**src/rtl/uart_rx_ctrl.sv**
```systemverilog
// Receive-side UART controller: byte FIFO with register-read pop port,
// sticky overrun, idle timeout tracking and a level/timeout/overrun interrupt.
module uart_rx_ctrl #(
   parameter int DEPTH       = 8,
   parameter int TIMEOUT_CYC = 34720
) (
   input  logic                     clock,
   input  logic                     resetn,
   input  logic                     uart_en,
   input  logic                     rec_valid,
   input  logic [7:0]               rec_dat,
   input  logic                     rd_req,
   output logic                     rd_vld,
   output logic [7:0]               rd_dat,
   output logic [$clog2(DEPTH):0]   rx_level,
   output logic                     rx_empty,
   output logic                     rx_full,
   output logic                     ovr_err,
   input  logic                     ovr_clr,
   input  logic [2:0]               rx_thresh,
   input  logic                     irq_en,
   output logic                     to_flag,
   output logic                     rx_irq
);

   localparam int AW = $clog2(DEPTH);
   localparam int LW = AW + 1;
   localparam logic [LW-1:0] LVL_FULL = LW'(DEPTH);
   localparam logic [15:0]   TO_LAST  = 16'(TIMEOUT_CYC - 1);

   typedef enum logic [1:0] {
      T_IDLE,
      T_ARMED,
      T_EXPIRED
   } t_state_e;

   logic [7:0]    mem [DEPTH];
   logic [AW-1:0] wr_ptr_reg;
   logic [AW-1:0] rd_ptr_reg;
   logic [LW-1:0] level_next;
   logic [15:0]   cnt_reg;
   t_state_e      state_reg;

   logic push_req;
   logic push_acc;
   logic pop_acc;
   logic overrun;
   logic lvl_hit;
   int   thr_eff;

   assign push_req = rec_valid & uart_en;
   assign pop_acc  = rd_req & ~rx_empty;
   // A pop in the same cycle frees the slot, so a push on a full FIFO still lands.
   assign push_acc = push_req & (~rx_full | pop_acc);
   assign overrun  = push_req & rx_full & ~pop_acc;

   always_comb begin
      level_next = rx_level;
      if (push_acc && !pop_acc) begin
         level_next = rx_level + LW'(1);
      end else if (pop_acc && !push_acc) begin
         level_next = rx_level - LW'(1);
      end
   end

   // Storage has no reset so it can map onto block RAM; pointers guard validity.
   always_ff @(posedge clock) begin
      if (push_acc) begin
         mem[wr_ptr_reg] <= rec_dat;
      end
   end

   always_ff @(posedge clock or negedge resetn) begin
      if (!resetn) begin
         wr_ptr_reg <= '0;
         rd_ptr_reg <= '0;
         rx_level   <= '0;
         rx_empty   <= 1'b1;
         rx_full    <= 1'b0;
         ovr_err    <= 1'b0;
         rd_vld     <= 1'b0;
         rd_dat     <= 8'h00;
      end else begin
         if (rd_req) begin
            rd_vld <= 1'b1;
            rd_dat <= pop_acc ? mem[rd_ptr_reg] : 8'h00;
         end else begin
            rd_vld <= 1'b0;
         end

         if (overrun) begin
            ovr_err <= 1'b1;
         end else if (ovr_clr) begin
            ovr_err <= 1'b0;
         end

         if (!uart_en) begin
            wr_ptr_reg <= '0;
            rd_ptr_reg <= '0;
            rx_level   <= '0;
            rx_empty   <= 1'b1;
            rx_full    <= 1'b0;
         end else begin
            if (push_acc) begin
               wr_ptr_reg <= wr_ptr_reg + AW'(1);
            end
            if (pop_acc) begin
               rd_ptr_reg <= rd_ptr_reg + AW'(1);
            end
            rx_level <= level_next;
            rx_empty <= (level_next == '0);
            rx_full  <= (level_next == LVL_FULL);
         end
      end
   end

   // Arming happens on the push edge itself, so the flag rises TIMEOUT_CYC
   // cycles after the byte that made the FIFO non-empty.
   always_ff @(posedge clock or negedge resetn) begin
      if (!resetn) begin
         state_reg <= T_IDLE;
         cnt_reg   <= '0;
         to_flag   <= 1'b0;
      end else if (!uart_en || level_next == '0) begin
         state_reg <= T_IDLE;
         cnt_reg   <= '0;
         to_flag   <= 1'b0;
      end else begin
         case (state_reg)
            T_IDLE: begin
               state_reg <= T_ARMED;
               cnt_reg   <= '0;
            end
            T_ARMED: begin
               if (push_acc || pop_acc) begin
                  cnt_reg <= '0;
               end else if (cnt_reg == TO_LAST) begin
                  state_reg <= T_EXPIRED;
                  to_flag   <= 1'b1;
               end else begin
                  cnt_reg <= cnt_reg + 16'd1;
               end
            end
            T_EXPIRED: begin
               if (pop_acc) begin
                  state_reg <= T_ARMED;
                  cnt_reg   <= '0;
                  to_flag   <= 1'b0;
               end
            end
            default: begin
               state_reg <= T_IDLE;
               cnt_reg   <= '0;
               to_flag   <= 1'b0;
            end
         endcase
      end
   end

   always_comb begin
      thr_eff = int'(rx_thresh) + 1;
      if (thr_eff > DEPTH) begin
         thr_eff = DEPTH;
      end
      lvl_hit = (int'(rx_level) >= thr_eff);
   end

   assign rx_irq = irq_en & (lvl_hit | to_flag | ovr_err);

endmodule

```
**config.mk**
```make
export PLATFORM = sky130hd
export DESIGN_NAME = uart_rx_ctrl
export DESIGN_NICKNAME = d
export VERILOG_FILES = /design/src/rtl/uart_rx_ctrl.sv
export SDC_FILE = /design/constraint.sdc
export NUM_CORES = 1
export LEC_CHECK = 0
export CAP_MARGIN = 25
export CORE_ASPECT_RATIO = 1.2
export CORE_MARGIN = 8
export CORE_UTILIZATION = 50
export CTS_BUF_LIST = sky130_fd_sc_hd__clkbuf_4 sky130_fd_sc_hd__clkbuf_8 sky130_fd_sc_hd__clkbuf_16
export CTS_CLUSTER_DIAMETER = 80
export CTS_CLUSTER_SIZE = 14
export DETAILED_ROUTE_END_ITERATION = 12
export PLACE_DENSITY = 0.72
export SYNTH_ARGS = -nofsm -noshare
export SYNTH_HDL_FRONTEND = slang
export SYNTH_SLANG_ARGS = --single-unit
export TNS_END_PERCENT = 5
```
**constraint.sdc**
```tcl
create_clock -name clock -period 2 [get_ports clock]
set_input_delay 0.4 -clock clock [delete_from_list [all_inputs] [get_ports clock]]
set_output_delay 0.4 -clock clock [all_outputs]
set_load 0.03 [all_outputs]
```
==> impl_results.md <==
- Outcome: complete, but fails checks
- Failing checks: setup timing
- Leakage power of the design: 2.37 nW
- Number of antenna violations at the first check in global routing: 0
- Number of antenna-violating nets in the routed design: 0
- Number of warnings printed during yosys synthesis: 0
- Rows: 39
- Summed area of non-filler cells in the final layout: 6260 um^2
- Synth-to-layout area growth: 27.6%
- Crit path from: rec_valid
- Clk sinks: 105
- Crit end category: flip-flop
- Final Hold Fails: 0
- Number of DRC markers in iteration 0: 178
- Dpl cell area: 5790 um^2
- First-pass GRT wire length: 18200 um
- Number of flip-flops in the largest register: 64
- Net switching fraction of the power: 28.6%
- CP arrival: 2.31 ns
- Starting density of the core: 51.6%
- Clk_skew: 0.00865 ns
- Cell Count Post-Placement: 554
- Largest buffer count on any clock path: 2
- I/O Pins: 36
- Clock tree from TritonCTS: built
- Fmax: 480 MHz
- Critical register-to-register path endpoint: cnt_reg[1]
- Fraction of the core area covered by cells at the end of the flow: 65.8%
- Critical-path maximum fanout: 10
- Fin cells: 576
- Slew at the pin closest to its max-slew limit: 0.682 ns
- H-tree Lvls: 3
- Share of final-layout standard cells stronger than drive strength 1: 33.6%
- Clock slew at reported path FFs: 0.08 ns
- Distinct cell type count after synthesis: 61
- Input/output buffers: 35
- Commonest register cell after synthesis: sky130_fd_sc_hd__edfxtp_1
- Number of inserted diodes: 0
- DIE WIDTH: 106 um
- Worst slack at placement: -0.519 ns
- Weighted congestion at the end of routability-driven global placement: 0.834
- Count of vias placed by the detailed router: 3239
- Clock insertion delay at the later pin of the skew report: 0.34 ns
- Clock buffers created by TritonCTS: 9
- Number of slew-limit violations in the final report: 0
- Count of state elements after synthesis: 105
- Wire length reported by the detailed router: 10900 um
- Cell count after synthesis: 355
- Fill cell total of the finished layout: 680
- Fraction of power consumed by sequential logic: 43.3%
- Maximum number of pins on one net before global-route repair: 30
- Library cell occupying the most area in the post-synthesis netlist: sky130_fd_sc_hd__edfxtp_1
- Dominant cells by area after synthesis: sky130_fd_sc_hd__edfxtp_1 (39%), sky130_fd_sc_hd__dfrtp_1 (20%), sky130_fd_sc_hd__mux4_2 (7.3%), sky130_fd_sc_hd__ha_1 (2.5%), sky130_fd_sc_hd__mux2i_1 (2.2%)
- Clock period minus worst slack: 2.09 ns
- Part of the power in combinational logic: 24.1%
- Overall track demand over capacity in global routing: 17.5%
- Post-synthesis instance area: 4910 um^2
- Min-Delay Path Class: in2async
- Portion of the clock cycle consumed by the worst path in the final layout: 104%
- Die Span Y: 125 um
- Root buffer cell: sky130_fd_sc_hd__clkbuf_16
- Most common library cells after synthesis: sky130_fd_sc_hd__edfxtp_1 (64), sky130_fd_sc_hd__dfrtp_1 (40), sky130_fd_sc_hd__inv_1 (16), sky130_fd_sc_hd__mux4_2 (16), sky130_fd_sc_hd__nor3_1 (16)
- Critical Path RT: 2.22 ns
- Total setup violations reported at the end of the flow: 21
- Count of maximum capacitance violations: 0
- Half-perimeter wire length after placement: 7670 um
- DRC violations left: 0
- Net count, final: 476
- Mapped Nets: 383
- Router iterations before antenna repair: 4
- RSZ-0062 raised after global routing: true
- Worst setup SP type: input pin
- Critical Setup Path Class: in2reg
- Final worst-path setup slack: -0.0855 ns
- Vias in the first global route: 3486
- Peak ir drop on the vdd network: 667 uV
- Vias per Instance: 5.62
- Total power per unit cell area: 917 nW/um^2
- Internal Power: 0.00410 W
- Fraction of power consumed by the clock network: 32.6%
- Number of flops mapped to enable cells by yosys: 64
- Per-instance average area after synthesis: 13.8 um^2
- Most common cell in the synthesized netlist: sky130_fd_sc_hd__edfxtp_1
- WL per Instance: 19.0 um
- Post-synthesis async set-or-reset flop share: 39.0%
- Die Area: 13300 um^2
- Area of the core: 9520 um^2
- Area fraction of the dominant cell type after synthesis: 39.2%
- Worst hold slack after final layout: 0.0899 ns
- Worst Reg2Reg Path Length in Cells: 6
- Share of synthesized area occupied by flip-flops and latches: 60.1%
- Relative slew slack: 54.6%
- Total grt overflow: 0
- FF-to-FF setup slack: -0.08 ns
- Origin of the critical flop-to-flop path: cnt_reg[13]
- NetSw: 0.00164 W
final cells by class:
cell class	count	area, um^2	share of cell area [%]
multi-input combinational	214	1890	30.2
inverter	17	63.8	1.02
tap	123	154	2.46
clock inverter	7	92.6	1.48
clock buffer	9	225	3.60
sequential	105	2950	47.1
timing repair buffer	101	886	14.1
power groups by stage:
stage	sequential [W]	clock, W	combinational (W)
after floorplan	0.00263	0	0.000597
after global placement	0.00253	0	0.00116
after detailed placement	0.00254	0	0.00120
after CTS	0.00249	0.00190	0.00139
after global routing	0.00250	0.00197	0.00148
final	0.00249	0.00187	0.00138
routing by layer:
| metal | track usage, % | part of all wire [%] | up-vias |
|---|---|---|---|
| met5 | 0 | 0 | - |
| met4 | 7.14 | 1.6 | 0 |
| met3 | 2.38 | 2.1 | 11 |
| met2 | 32.2 | 57 | 47 |
| met1 | 19.4 | 40 | 1625 |
| li1 | - | - | 1556 |
layout by cell type, fill, tap and decap left out, types with 12 or more instances in the layout:
cell	count
sky130_fd_sc_hd__nand2_1	12
sky130_fd_sc_hd__clkdlybuf4s50_1	26
sky130_fd_sc_hd__o22ai_1	15
sky130_fd_sc_hd__inv_1	15
sky130_fd_sc_hd__edfxtp_1	64
sky130_fd_sc_hd__buf_4	63
sky130_fd_sc_hd__dfrtp_1	37
sky130_fd_sc_hd__nor2_1	15
sky130_fd_sc_hd__mux4_2	16
sky130_fd_sc_hd__nor3_1	14
critical path: stages:
cell	delay, ns
sky130_fd_sc_hd__clkdlybuf4s50_1	0.44
sky130_fd_sc_hd__buf_4	0.18
sky130_fd_sc_hd__nand3b_1	0.17
sky130_fd_sc_hd__nor3_2	0.08
sky130_fd_sc_hd__or3_1	0.40
sky130_fd_sc_hd__a221oi_4	0.26
sky130_fd_sc_hd__buf_4	0.19
sky130_fd_sc_hd__buf_16	0.14
sky130_fd_sc_hd__nor3_2	0.05
metrics by stage:
step           setup TNS, ns  power, W
2_1_floorplan          -3.88   0.00323
3_3_place_gp          -29.53   0.00369
3_5_place_dp          -30.47   0.00374
4_1_cts               -0.631   0.00577
5_1_grt                -3.38   0.00595
6_report               -1.31   0.00574
cell families (layout without fill, tap and decap cells):
logic type / Yosys count / in the layout / synth area share, %
AOI/OAI and AO/OA: 59 / 59 / 7.83
muxes: 27 / 27 / 9.59
buffers and inverters: 36 / 134 / 3.77
and+or+nand+nor: 113 / 113 / 15.3
xor gates and xnor gates: 5 / 5 / 0.893
adders and majority gates: 10 / 10 / 2.55
DFF: 105 / 105 / 60.1
how the worst max path moves through the flow:
stage / slack [ns] / endpoint / cells past startpoint
after floorplan: -0.17 / mem[3][0] / 6
after global placement: -0.43 / cnt_reg[12] / 7
after detailed placement: -0.52 / rx_irq / 9
after CTS: -0.11 / rx_irq / 8
after global routing: -0.20 / rx_irq / 8
final: -0.09 / cnt_reg[6] / 9
timing repair:
| action | in CTS | in global routing |
|---|---|---|
| gates cloned | 1 | 0 |
| endpoints found under the setup margin | 35 | 35 |
| pin swaps | 7 | 2 |
| setup buffers | 5 | 0 |
| hold buffers | 0 | 0 |
| resized for setup | 28 | 4 |
Power figures use the tool's default switching activity.
